## src/rtl/vedic_divider_8bits.sv

```systemverilog
// Sequential restoring divider: one quotient bit per clock, MSB first.
//
// Handshake: START is a request qualified only while the FSM is IDLE (BUSY=0
// and DONE=0). The edge that samples START=1 in IDLE accepts the operands A/B.
// DONE is a one-cycle pulse, with no back-pressure, that marks Q/R/DIV0 as
// valid. Those outputs then stay stable until the next accepted request loads
// a new result. START, A and B are ignored in CALC and FIN.
//
// Timing for B!=0 (t0 = accepting edge): BUSY is high for WIDTH cycles, and
// DONE is high in the cycle after edge t0+WIDTH.
// Timing for B=0: the divider goes straight to FIN. Q is all ones, R=A, and
// DONE is high in the cycle after t0.
module vedic_divider_8bits #(
  parameter int WIDTH = 8
) (
  input  logic             CLK,
  input  logic             RST,
  input  logic             START,
  input  logic [WIDTH-1:0] A,
  input  logic [WIDTH-1:0] B,
  output logic             BUSY,
  output logic             DONE,
  output logic [WIDTH-1:0] Q,
  output logic [WIDTH-1:0] R,
  output logic             DIV0,
  output logic [1:0]       dbg_state_o
);

  localparam int CW = (WIDTH > 2) ? $clog2(WIDTH) : 1;

  typedef enum logic [1:0] {
    IDLE = 2'd0,
    CALC = 2'd1,
    FIN  = 2'd2
  } state_t;

  state_t           state_q, state_d;
  logic [WIDTH-1:0] dvd_q, dvd_d;     // dividend shifting out, quotient shifting in
  logic [WIDTH-1:0] dvs_q, dvs_d;     // latched divisor
  logic [WIDTH:0]   rem_q, rem_d;     // partial remainder, one extra bit for the shift
  logic [CW-1:0]    cnt_q, cnt_d;     // iteration index within CALC
  logic [WIDTH-1:0] q_q, q_d;
  logic [WIDTH-1:0] r_q, r_d;
  logic             div0_q, div0_d;

  logic [WIDTH:0]   shifted;
  logic [WIDTH:0]   rem_next;
  logic [WIDTH-1:0] dvd_next;
  logic             q_bit;

  // One restoring step: shift {rem, dividend} left, then try to subtract the divisor.
  always_comb begin
    shifted  = (rem_q << 1) | {{WIDTH{1'b0}}, dvd_q[WIDTH-1]};
    q_bit    = (shifted >= {1'b0, dvs_q});
    rem_next = q_bit ? (shifted - {1'b0, dvs_q}) : shifted;
    dvd_next = {dvd_q[WIDTH-2:0], q_bit};
  end

  // Next-state, datapath updates and status outputs.
  always_comb begin
    state_d = state_q;
    dvd_d   = dvd_q;
    dvs_d   = dvs_q;
    rem_d   = rem_q;
    cnt_d   = cnt_q;
    q_d     = q_q;
    r_d     = r_q;
    div0_d  = div0_q;
    BUSY    = 1'b0;
    DONE    = 1'b0;
    unique case (state_q)
      IDLE: begin
        if (START) begin
          if (B == '0) begin
            q_d     = '1;
            r_d     = A;
            div0_d  = 1'b1;
            state_d = FIN;
          end else begin
            dvd_d   = A;
            dvs_d   = B;
            rem_d   = '0;
            cnt_d   = '0;
            state_d = CALC;
          end
        end
      end
      CALC: begin
        BUSY  = 1'b1;
        dvd_d = dvd_next;
        rem_d = rem_next;
        cnt_d = cnt_q + CW'(1);
        if (cnt_q == CW'(WIDTH - 1)) begin
          q_d     = dvd_next;
          r_d     = WIDTH'(rem_next);
          div0_d  = 1'b0;
          state_d = FIN;
        end
      end
      FIN: begin
        DONE    = 1'b1;
        state_d = IDLE;
      end
      default: begin
        state_d = IDLE;
      end
    endcase
  end

  // State register; reset wins over any in-flight division.
  always_ff @(posedge CLK) begin
    if (RST) begin
      state_q <= IDLE;
    end else begin
      state_q <= state_d;
    end
  end

  // Datapath and result registers.
  always_ff @(posedge CLK) begin
    if (RST) begin
      dvd_q  <= '0;
      dvs_q  <= '0;
      rem_q  <= '0;
      cnt_q  <= '0;
      q_q    <= '0;
      r_q    <= '0;
      div0_q <= 1'b0;
    end else begin
      dvd_q  <= dvd_d;
      dvs_q  <= dvs_d;
      rem_q  <= rem_d;
      cnt_q  <= cnt_d;
      q_q    <= q_d;
      r_q    <= r_d;
      div0_q <= div0_d;
    end
  end

  assign Q           = q_q;
  assign R           = r_q;
  assign DIV0        = div0_q;
  assign dbg_state_o = state_q;

endmodule
```

## config.mk

```make
export PLATFORM = sky130hd
export DESIGN_NAME = vedic_divider_8bits
export DESIGN_NICKNAME = d
export VERILOG_FILES = /design/src/rtl/vedic_divider_8bits.sv
export SDC_FILE = /design/constraint.sdc
export NUM_CORES = 1
export LEC_CHECK = 0
export CAP_MARGIN = 20
export CORE_ASPECT_RATIO = 2
export CORE_MARGIN = 8
export CORE_UTILIZATION = 53
export DETAILED_ROUTE_END_ITERATION = 6
export HOLD_SLACK_MARGIN = 0.06
export PLACE_DENSITY = 0.76
export SYNTH_ARGS = -nofsm -noshare
export SYNTH_HDL_FRONTEND = slang
export SYNTH_SLANG_ARGS = --single-unit
export TNS_END_PERCENT = 1
```

## constraint.sdc

```tcl
create_clock -name CLK -period 2.3 [get_ports CLK]
set_clock_uncertainty 0.2 [all_clocks]
set_input_delay 0.46 -clock CLK [delete_from_list [all_inputs] [get_ports CLK]]
set_output_delay 0.46 -clock CLK [all_outputs]
set_load 0.01 [all_outputs]
```

==> results.py <==
metrics = {
    "finish": {
        "post_route_cells_drive_above_1_share_pct": 28.3,
        "areaGrowthSynthToFinish_pct": 42.6,
        "mostFrequentLayoutCell": "sky130_fd_sc_hd__buf_4",
        "layout_common_cells": "sky130_fd_sc_hd__buf_4, sky130_fd_sc_hd__dfxtp_1, sky130_fd_sc_hd__clkdlybuf4s50_1",
        "nets": 393,
        "stdcell_area_sq_mm": 0.00352,
        "diodes": 0,
    },
    "sta": {
        "max_freq_mhz": 441,
        "setup_total_negative_slack_ns": 0,
        "final-max-slew-violation-count": 0,
        "max_slew_margin_pct": 58.5,
        "worst-slew-pin-transition_ns": 0.620,
        "final_setup_fails": 0,
        "layout_min_cycle_time_ns": 2.27,
        "final-hold-violation-count": 0,
        "min_period_over_period_pct": 98.6,
        "grt_setup_unrepaired": "yes",
    },
    "floorplan": {
        "boundaryPins": 40,
        "dieWidth_um": 64.2,
        "floorplan.initialDensity_pct": 54.1,
        "core_sq_mm": 0.00455,
        "die_h_um": 112,
        "placement_row_count": 35,
        "die_area_sq_mm": 0.00722,
    },
    "global_routing": {
        "largest_net_degree_at_the_start_of_global_routing": 21,
        "grt_pass1_wl_mm": 11.9,
        "grt_util_all_layers_pct": 19.9,
        "grt_pass1_vias": 2567,
        "globalRouteOverflowTotal": 0,
        "number_of_antenna_violations_at_the_first_check_in_global_routing": 0,
    },
    "drt": {
        "drt-vias-per-instance": 6.11,
        "first_iter_violations": 122,
        "drc_errors": 0,
        "drt-pass1-iter-count": 5,
        "detail-route-antenna-nets": 0,
        "wire_per_inst_um": 17.9,
        "routed-via-count": 2560,
        "wire_length_reported_by_the_detailed_router_mm": 7.52,
    },
    "flow_run": {
        "max_cap_violations": 0,
    },
    "place": {
        "globalplace.congestion": 0.881,
        "half_perimeter_wire_length_of_the_detailed_placement_result_mm": 5.47,
        "place_area_sq_mm": 0.00323,
        "io_buffer_count": 39,
    },
    "synthesis": {
        "synth_async_sr_flop_share_pct": 0,
        "yosys.area.top_type": "sky130_fd_sc_hd__dfxtp_1",
        "synth_edf_count": 0,
        "synth_largest_type_area_fraction_pct": 37.3,
        "synthDistinctLibCells": 59,
        "post_synth_inst_count": 281,
        "synth_top_cells_by_area": "sky130_fd_sc_hd__dfxtp_1, sky130_fd_sc_hd__ha_1, sky130_fd_sc_hd__nor2_1, sky130_fd_sc_hd__a21oi_1, sky130_fd_sc_hd__o221a_2",
        "synth_sequential_area_ratio_pct": 37.3,
        "synth.yosys.warnings": 0,
        "dominantRegCellSynth": "sky130_fd_sc_hd__dfxtp_1",
        "avgSynthCellArea_sq_um": 8.78,
        "mappedNetlistArea_sq_mm": 0.00247,
        "syn-num-nets": 311,
        "ys_ff_latch": 46,
    },
    "critical_path": {
        "crit_path_end_kind": "register",
        "critical-path-max-stage-delay_ns": 0.38,
        "worstReg2RegEnd": "R[6]$_SDFFE_PP0P_",
        "gate_family_responsible_for_the_most_delay_along_the_worst_path": "compound AO/OA/AOI/OAI gates",
        "critPathKind": "reg -> reg",
        "critical_path_required_ns": 2.31,
        "r2r_cells": 8,
        "worstPathArrival_ns": 2.28,
        "cp_max_fanout": 5,
        "cp_cell_sequence": "ha_1 -> nand2_1 -> nor3_2 -> buf_4 -> a211oi_4 -> buf_6 -> a31o_1 -> a211oi_1",
        "cp_slowest_cell": "sky130_fd_sc_hd__ha_1",
        "crit-reg2reg-launch": "rem_q[2]$_SDFFE_PP0P_",
        "worst-path-buf-inv": 2,
        "ff2ff_setup_slack_ns": 0.03,
        "worst_setup_path_start_kind": "register",
    },
    "pwr": {
        "cellPowerDensity_mw_per_mm2": 739,
        "peakVddDrop_v": 0.000568,
        "power_total_w": 0.00260,
        "power_leakage_nw": 1.41,
    },
    "min_path": {
        "class_of_the_worst_hold_path": "reg -> reg",
        "hold_start": "R[4]$_SDFFE_PP0P_",
        "worst_hold_path.endpoint": "R[4]$_SDFFE_PP0P_",
        "hold-path-cell-count": 2,
    },
    "cts": {
        "cts_max_path_buffers": 2,
        "clk-insertion-delay-late_ns": 0.30,
        "cts.sinks": 46,
        "clock_tree_from_tritoncts": "built",
        "cts_inserted_buffers": 5,
        "number_of_h_tree_levels": 2,
        "cts_hold_repair.buffers": 0,
        "clock_tree.root_cell": "sky130_fd_sc_hd__clkbuf_8",
        "clock_input_transition_at_the_sequential_cells_of_the_worst_setup_and_hold_paths_ns": 0.09,
    },
    "status": {
        "outcome": "complete, no violations",
    },
}
-- cells by family after synthesis --
| kind of cell | synth area share (%) |
|---|---|
| buffers and inverters | 5.53 |
| XOR/XNOR | 1.07 |
| adder cells (fa/ha/maj) | 5.89 |
| AO/OA/AOI/OAI | 31.0 |
| flip-flops | 37.3 |
| AND/OR/NAND/NOR | 17.6 |
| multiplexers | 1.62 |
-- metal layers --
layer  share of wire, %  GRT usage [%]  vias to the layer above
li1                   -              -                     1209
met1                 37           20.3                     1223
met2                 52           35.7                       92
met3                3.7           2.99                       36
met4                6.5           13.3                        0
met5                  0              0                        -
-- metrics by stage --
step / util, % / hold slack, ns / cells / setup slack (ns)
floorplan: - / 0.228 / 281 / 0.169
global placement: 71.0 / 0.240 / 409 / -0.144
detailed placement: 71.0 / 0.243 / 409 / -0.174
CTS: 74.6 / 0.255 / 417 / 0.00170
global route: 77.2 / 0.298 / 419 / -0.0410
finish: 77.2 / 0.252 / 419 / 0.0330
-- worst max path at each step --
stage	cells past startpoint	start	slack, ns	to
2_1_floorplan	7	dvs_q[6]$_SDFFE_PP0P_	0.17	R[3]$_SDFFE_PP0P_
3_3_place_gp	8	dvs_q[6]$_SDFFE_PP0P_	-0.14	R[4]$_SDFFE_PP0P_
3_5_place_dp	5	B[3]	-0.17	dvd_q[1]$_SDFFE_PP0P_
4_1_cts	9	dvd_q[7]$_SDFFE_PP0P_	0.002	R[4]$_SDFFE_PP0P_
5_1_grt	8	rem_q[0]$_SDFFE_PP0P_	-0.04	dvd_q[0]$_SDFFE_PP0P_
6_report	8	rem_q[2]$_SDFFE_PP0P_	0.03	R[6]$_SDFFE_PP0P_
-- what timing repair did --
item / in CTS / in global routing
buffers inserted: 0 / 1
pin swaps: 0 / 6
setup endpoints to repair: 10 / 13
resized for setup: 10 / 23
cloned: 0 / 1
-- state kept, by name, indices dropped and copies added, names as in the netlist --
register and cells:
DIV0 1, rem_q 8, R 8, cnt_q 3, Q 8, dbg_state_o 2
dvs_q 8, dvd_q 8
-- worst reg2reg max path: stages, from the launching register on --
cell,delay [ns]
sky130_fd_sc_hd__dfxtp_1,0.37
sky130_fd_sc_hd__ha_1,0.38
sky130_fd_sc_hd__nand2_1,0.09
sky130_fd_sc_hd__nor3_2,0.24
sky130_fd_sc_hd__buf_4,0.21
sky130_fd_sc_hd__a211oi_4,0.10
sky130_fd_sc_hd__buf_6,0.15
sky130_fd_sc_hd__a31o_1,0.20
sky130_fd_sc_hd__a211oi_1,0.23
-- layout make-up --
| type | instances | area (sq um) |
|---|---|---|
| Multi-Input combinational cell | 204 | 1560 |
| Fill cell | 305 | 1040 |
| Sequential cell | 46 | 926 |
| Timing Repair Buffer | 91 | 798 |
| Clock buffer | 6 | 72.6 |
| Tap cell | 55 | 68.8 |
| Inverter | 15 | 56.3 |
| Clock inverter | 2 | 37.5 |
-- cell usage after synthesis (all sizes together), types with 3 or more instances --
cell / instances
nand3: 7
a211oi: 7
o221a: 10
o21a: 5
a21oi: 24
nand2: 28
mux2i: 4
o21ai: 12
nor2b: 5
a2111oi: 3
inv: 15
clkbuf: 6
nor3: 3
buf: 10
o311ai: 3
a311oi: 8
dfxtp: 46
xnor2: 3
ha: 10
a31oi: 3
nor2: 33
a32oi: 4
-- report_power, final --
part | switching [W] | internal (W) | leakage, nW
registers | 0.0000409 | 0.000841 | 0.376
clock network | 0.000276 | 0.000324 | 0.0514
logic | 0.000559 | 0.000557 | 0.984
(Power assumes the default switching activity.)
==> edit 1, RTL diff (same flow settings) <==
Register the output `Q` once more, with the module's reset; this adds one clock of latency there. The other outputs are not delayed to match. Comments in the files are not updated.
--- a/src/rtl/vedic_divider_8bits.sv
+++ b/src/rtl/vedic_divider_8bits.sv
@@ -139,3 +139,9 @@
 
-  assign Q           = q_q;
+  always_ff @(posedge CLK) begin
+    if (RST) begin
+      Q <= '0;
+    end else begin
+      Q <= q_q;
+    end
+  end
   assign R           = r_q;
Formal check against the unedited RTL: not equivalent (a bounded check fails within 4 cycles, from zero or initial values and one cycle with RST high).
==> edit 1 against the unedited design <==
  * The run now ends with negative setup slack left
  * Die area rose by 2.2%
  * Total power fell by 1.7%
  * Sequential cell count rose by 8
  * Clock power fell by 5.7%
  * Cell area fell by 3.8%
  * Setup slack got worse by 0.048 ns
  * Via count fell by 9.5%
  * Synthesized area rose by 2.7%
  * Global-route usage fell by 2.5 points
  * Wire length fell by 11%
  * Critical endpoint is now R[4]$_SDFFE_PP0P_
==> edit 1: results (changes against the unedited design) <==
| Metric | Value |
|---|---|
| Max Root-Sink Buffers | 2 (unchanged) |
| Top post-synthesis cells by area | dfxtp_1, nor2_1, ha_1 |
| CTS H-tree depth | 2 (unchanged) |
| Vias per cell | 5.719 (-6.4%) |
| Wire per inst | 16.53 µm (-7.9%) |
| Placed Instance Area | 3089 µm² (-4.5%) |
| Worst EP arrival | 2.31 ns (+0.03 ns) |
| Failing checks | negative setup slack |
| GPL Wtd Cong | 0.8196 (-6.9%) |
| Worst reg-to-reg path cell count | 8 (unchanged) |
| Nets | 379 (-3.6%) |
| Max FO, Critical Path | 20 (+15) |
| Worst setup endpoint | R[4]$_SDFFE_PP0P_ |
| Syn nets | 321 (+3.2%) |
| Worst-Skew Late Latency | 0.30 ns (about the same) |
| R2r setup slk | 0.03 ns |
| Synth cell types | 45 (-24%) |
| Synth async-reset ratio | 0% (unchanged) |
| Syn Area/Cell | 8.703 µm² (-0.84%) |
| Hold Path Class | reg2reg |
| Layout cell share with drive strength beyond 1 | 20.57% (-7.7 points) |
| Pin count of the biggest net entering global routing | 24 (+14%) |
| Clock transition at the registers of the reported paths | 0.10 ns |
| Synth warn | 0 (unchanged) |
| IO buf count | 39 (unchanged) |
| Main flop type after synthesis | dfxtp_1 |
| Leakage | 1.277 nW (-9.5%) |
| Reg-to-reg startpoint | dvs_q[7]$_SDFFE_PP0P_ |
| Placed Cells | 391 (-4.4%) |
| CTS buffer count | 5 (unchanged) |
| Root buffer cell | clkbuf_8 |
| Slew @ Worst Pin | 0.4490 ns (-0.1705 ns) |
| Post-place setup slack | -0.3089 ns (-0.1346 ns) |
| GR Util All Layers | 17.42% (-2.5 points) |
| Max IR drop VDD | 0.5970 mV (+5.1%) |
| Router iterations before antenna repair | 5 (unchanged) |
| Non-filler cells, final | 405 (-3.3%) |
| First-pass GRT wire length | 10,180 µm (-15%) |
| Setup violations, final | 1 (+1) |
| Crit. Startpoint | B[7] |
| Register area share after synthesis | 42.69% (+5.3 points) |
| Run status | finished, violations left |
| Setup TNS | -0.01523 ns (-0.01523 ns) |
| Vias in the first global route | 2,250 (-12%) |
| Commonest cells in the netlist | dfxtp_1, nor2_1, nand2_1 |
| Setup ws final | -0.01523 ns (-0.04823 ns) |
| Pwr/cell area | 755.6 nW/µm² (+2.2%) |
| Hpwl dp | 4865 µm (-11%) |
| Filler cells | 362 (+19%) |
| DRT iter0 DRCs | 85 (-30%) |
| Ant. Diodes | 0 (unchanged) |
| Initial antenna violation count | 0 (unchanged) |
edit 1: cell count changes after synthesis, sizes merged, moves of 7 or more:
cell,delta
dfxtp,+8
o221a,-10
nor2b,+7
nor2,+16
nor3,+11
a21oi,-9
edit 1: how the worst min path moves through the flow:
stage | from | cells after the start | slack [ns] | endpoint
6_report | q_q[6]$_SDFFE_PP0P_ | 1 | 0.27 | Q[6]$_SDFF_PP0_
3_3_place_gp | q_q[1]$_SDFFE_PP0P_ | 1 | 0.25 | Q[1]$_SDFF_PP0_
2_1_floorplan | rem_q[7]$_SDFFE_PP0P_ | 2 | 0.23 | rem_q[7]$_SDFFE_PP0P_
3_5_place_dp | rem_q[7]$_SDFFE_PP0P_ | 2 | 0.25 | rem_q[7]$_SDFFE_PP0P_
4_1_cts | rem_q[7]$_SDFFE_PP0P_ | 2 | 0.27 | rem_q[7]$_SDFFE_PP0P_
5_1_grt | q_q[1]$_SDFFE_PP0P_ | 1 | 0.29 | Q[1]$_SDFF_PP0_
edit 1: layout make-up:
class | instances | area share (%)
timing repair buffer | 69 | 19.13
clock inverter | 2 | 0.4811
clock buffer | 6 | 2.443
inverter | 10 | 1.110
multi-input combinational | 209 | 42.71
sequential | 54 | 32.09
tap | 55 | 2.036
edit 1: kinds of logic after synthesis:
kind of cell | after synthesis | share of synthesized area, %
simple gates | 125 | 22.93
compound gates | 61 | 18.58
flops | 54 | 42.69
buf+inv | 28 | 5.533
fa+ha+maj | 11 | 5.731
mux | 8 | 3.162
xor+xnor | 4 | 1.384
edit 1: through the flow:
| step | hold WS [ns] | power, mW |
|---|---|---|
| detailed placement | 0.2509 | 1.755 |
| floorplan | 0.2322 | 1.517 |
| global placement | 0.2466 | 1.731 |
| global route | 0.2945 | 2.682 |
| finish | 0.2713 | 2.555 |
| CTS | 0.2708 | 2.319 |
edit 1: power by group:
| group | leakage [nW] | total, mW | switching (mW) | internal, mW |
|---|---|---|---|---|
| Combinational | 0.790 | 0.956 | 0.491 | 0.465 |
| Clock | 0.0478 | 0.567 | 0.319 | 0.249 |
| Sequential | 0.440 | 1.03 | 0.0466 | 0.984 |
| Total | 1.28 | 2.55 | 0.856 | 1.70 |
edit 1: metal layers:
layer	vias up	share of wire (%)	global-route usage (%)
met5	-	0	0
li1	1126	-	-
met4	0	3.3	10.56
met1	1111	34	16.06
met3	16	4.6	2.552
met2	63	58	33.71
edit 1: timing repair:
action,4_1_cts,5_1_grt
cloned,0,1
setup buffers,0,5
gates resized for setup,4,31
pin swaps,1,11
setup endpoints to repair,12,22
edit 1: critical path: stages:
cell and delay, ns:
clkdlybuf4s50_1 0.42, or4_1 0.58, nor2_4 0.16, nand2_1 0.09, nand2_2 0.11, buf_12 0.16, nor2_1 0.06, a311oi_1 0.28
==> edit 2, RTL diff (config.mk and constraints unchanged) <==
Made on the original files. Set the parameter `WIDTH` to 16 (it was 8).
--- a/src/rtl/vedic_divider_8bits.sv
+++ b/src/rtl/vedic_divider_8bits.sv
@@ -13,3 +13,3 @@
 module vedic_divider_8bits #(
-  parameter int WIDTH = 8
+  parameter int WIDTH = 16
 ) (
Ports: changed (resized A, B, Q and R); port bits go from 40 to 72. The function was not compared with the original's and may differ.
==> edit 2 against the unedited design <==
  * The flow now finishes with violations (negative setup slack)
  * Sequential cell count up 41
  * Utilization up 2.1 points
  * Total power rose to 3.2 times the old value
  * Wire length up 99%
  * Synthesized area up 83%
  * Non-clock buffer count up 67
  * Cell area up 87%
  * Setup slack worse by 0.24 ns
==> edit 2: results (changes against the unedited design) <==
| Metric | Value |
|---|---|
| Run status | finished, violations left |
| Failing checks | negative setup slack |
| IO buf count | 71 (+82%) |
| Area Growth Syn to Fin | 45.65% |
| Filler cells | 608 (+99%) |
| Vias in the first global route | 4,945 (+93%) |
| Syn nets | 630 (+100%) |
| Placed Instance Area | 5936 µm² (+84%) |
| Initial antenna violation count | 0 (unchanged) |
| Slew @ Worst Pin | 0.6817 ns (+0.06220 ns) |
| DRT iter0 DRCs | 302 (+150%) |
| Hold Path Class | reg2reg |
| Setup violations, final | 50 (+50) |
| GPL Wtd Cong | 0.9272 (+5.3%) |
| Max Root-Sink Buffers | 2 (unchanged) |
| Top post-synthesis cells by area | dfxtp_1, nand2_1, nor2_1 |
| CTS H-tree depth | 3 (+1) |
| Synth cell types | 62 (+5.1%) |
| Max FO, Critical Path | 6 (+1) |
| Worst-Skew Late Latency | 0.34 ns (+0.04 ns) |
| Leakage | 2.574 nW (+82%) |
| GR Util All Layers | 25.30% (+5.4 points) |
| Layout cell share with drive strength beyond 1 | 26.71% (-1.6 points) |
| Synth async-reset ratio | 0% (unchanged) |
| Root buffer cell | clkbuf_16 |
| Router iterations before antenna repair | 4 (-1) |
| Setup ws final | -0.2071 ns (-0.2401 ns) |
| Clock Power Share | 16.4% (-6.7 points) |
| First-pass GRT wire length | 23,590 µm (+98%) |
| Ant. Diodes | 0 (unchanged) |
| Commonest cells in the netlist | nand2_1, dfxtp_1, nor2_1 |
| Main flop type after synthesis | dfxtp_1 |
| Max IR drop VDD | 1.364 mV (+140%) |
| DR vias | 4,778 (+87%) |
| Pin count of the biggest net entering global routing | 33 (+57%) |
| Clock transition at the registers of the reported paths | 0.07 ns (-0.02 ns) |
| Register area share after synthesis | 38.60% (+1.3 points) |
| Final Hold Fails | 0 (unchanged) |
| Synth warn | 0 (unchanged) |
| CTS buffer count | 9 (+4) |
| Wire per inst | 18.37 µm (+2.4%) |
| Nets | 763 (+94%) |
| Combinational power | 5.22 mW (+370%) |
| Hpwl dp | 11,170 µm (+100%) |
| Sw Ratio | 39.49% (+5.8 points) |
==> edit 2: changes by cell type after synthesis, sizes merged, moves of 7 or more <==
| cell | delta |
|---|---|
| nand3 | +22 |
| nand2 | +65 |
| a311oi | +8 |
| or2 | +8 |
| o221a | -10 |
| nor2 | +29 |
| o21ai | +14 |
| nor3 | +33 |
| dfxtp | +41 |
| ha | +7 |
| nand4 | +11 |
| a21oi | +9 |
| clkbuf | +17 |
==> edit 2: worst paths after layout <==
check / startpoint / to / slack (ns) / cells after the start
min reg2reg: dvs_q[3]$_SDFFE_PP0P_ / dvs_q[3]$_SDFFE_PP0P_ / 0.25 / 2
min: dvs_q[3]$_SDFFE_PP0P_ / dvs_q[3]$_SDFFE_PP0P_ / 0.25 / 2
max reg2reg: rem_q[5]$_SDFFE_PP0P_ / rem_q[13]$_SDFFE_PP0P_ / -0.21 / 8
max: rem_q[5]$_SDFFE_PP0P_ / rem_q[13]$_SDFFE_PP0P_ / -0.21 / 8
==> edit 2: final cells by class <==
cell class / instances / area share (%)
Clock buffer: 10 / 3.484
Tap cell: 98 / 1.866
Sequential cell: 87 / 26.73
Clock inverter: 6 / 0.6855
Multi-Input combinational cell: 433 / 44.33
Inverter: 21 / 1.200
Timing Repair Buffer: 158 / 21.71
==> edit 2: routing by layer <==
layer | share of wire, % | up-vias | track usage (%) | routed length, µm
li1 | - | 2323 | - | -
met1 | 34 | 2264 | 22.92 | 5152
met2 | 56 | 133 | 47.48 | 8373
met3 | 3.9 | 58 | 4.551 | 589
met4 | 5.5 | 0 | 16.85 | 821
met5 | 0 | - | 0 | 0
==> edit 2: critical path, cell delays in order, from the launching register on <==
cell     delay, ns
dfxtp_1       0.37
ha_4          0.32
nand4_1       0.15
o41a_1        0.47
a22oi_2       0.15
buf_6         0.17
buf_4         0.17
mux2i_4       0.25
o21ai_0       0.10
==> edit 2: per-stage QoR <==
| step | total power [mW] | instances | worst slack [ns] | hold slack (ns) | TNS, ns |
|---|---|---|---|---|---|
| global placement | 6.057 | 795 | -0.5314 | 0.2429 | -35.77 |
| finish | 8.390 | 813 | -0.2071 | 0.2544 | -5.538 |
| floorplan | 4.510 | 577 | -0.1044 | 0.2363 | -0.4009 |
| CTS | 8.084 | 813 | -0.2193 | 0.2537 | -3.739 |
| detailed placement | 6.166 | 795 | -0.6008 | 0.2463 | -38.83 |
| global route | 8.776 | 813 | -0.2786 | 0.2701 | -10.49 |
==> edit 2: cells by family after synthesis <==
logic type	synth area share (%)
and+or+nand+nor	27.29
buffers and inverters	5.435
DFF	38.60
AOI/OAI and AO/OA	18.80
muxes	2.579
xor gates and xnor gates	2.135
adders and majority gates	5.158
==> edit 2: timing repair <==
item | CTS | global route
pin swaps | 13 | 7
setup buffers | 2 | 0
setup endpoints to repair | 69 | 82
resized for setup | 55 | 18
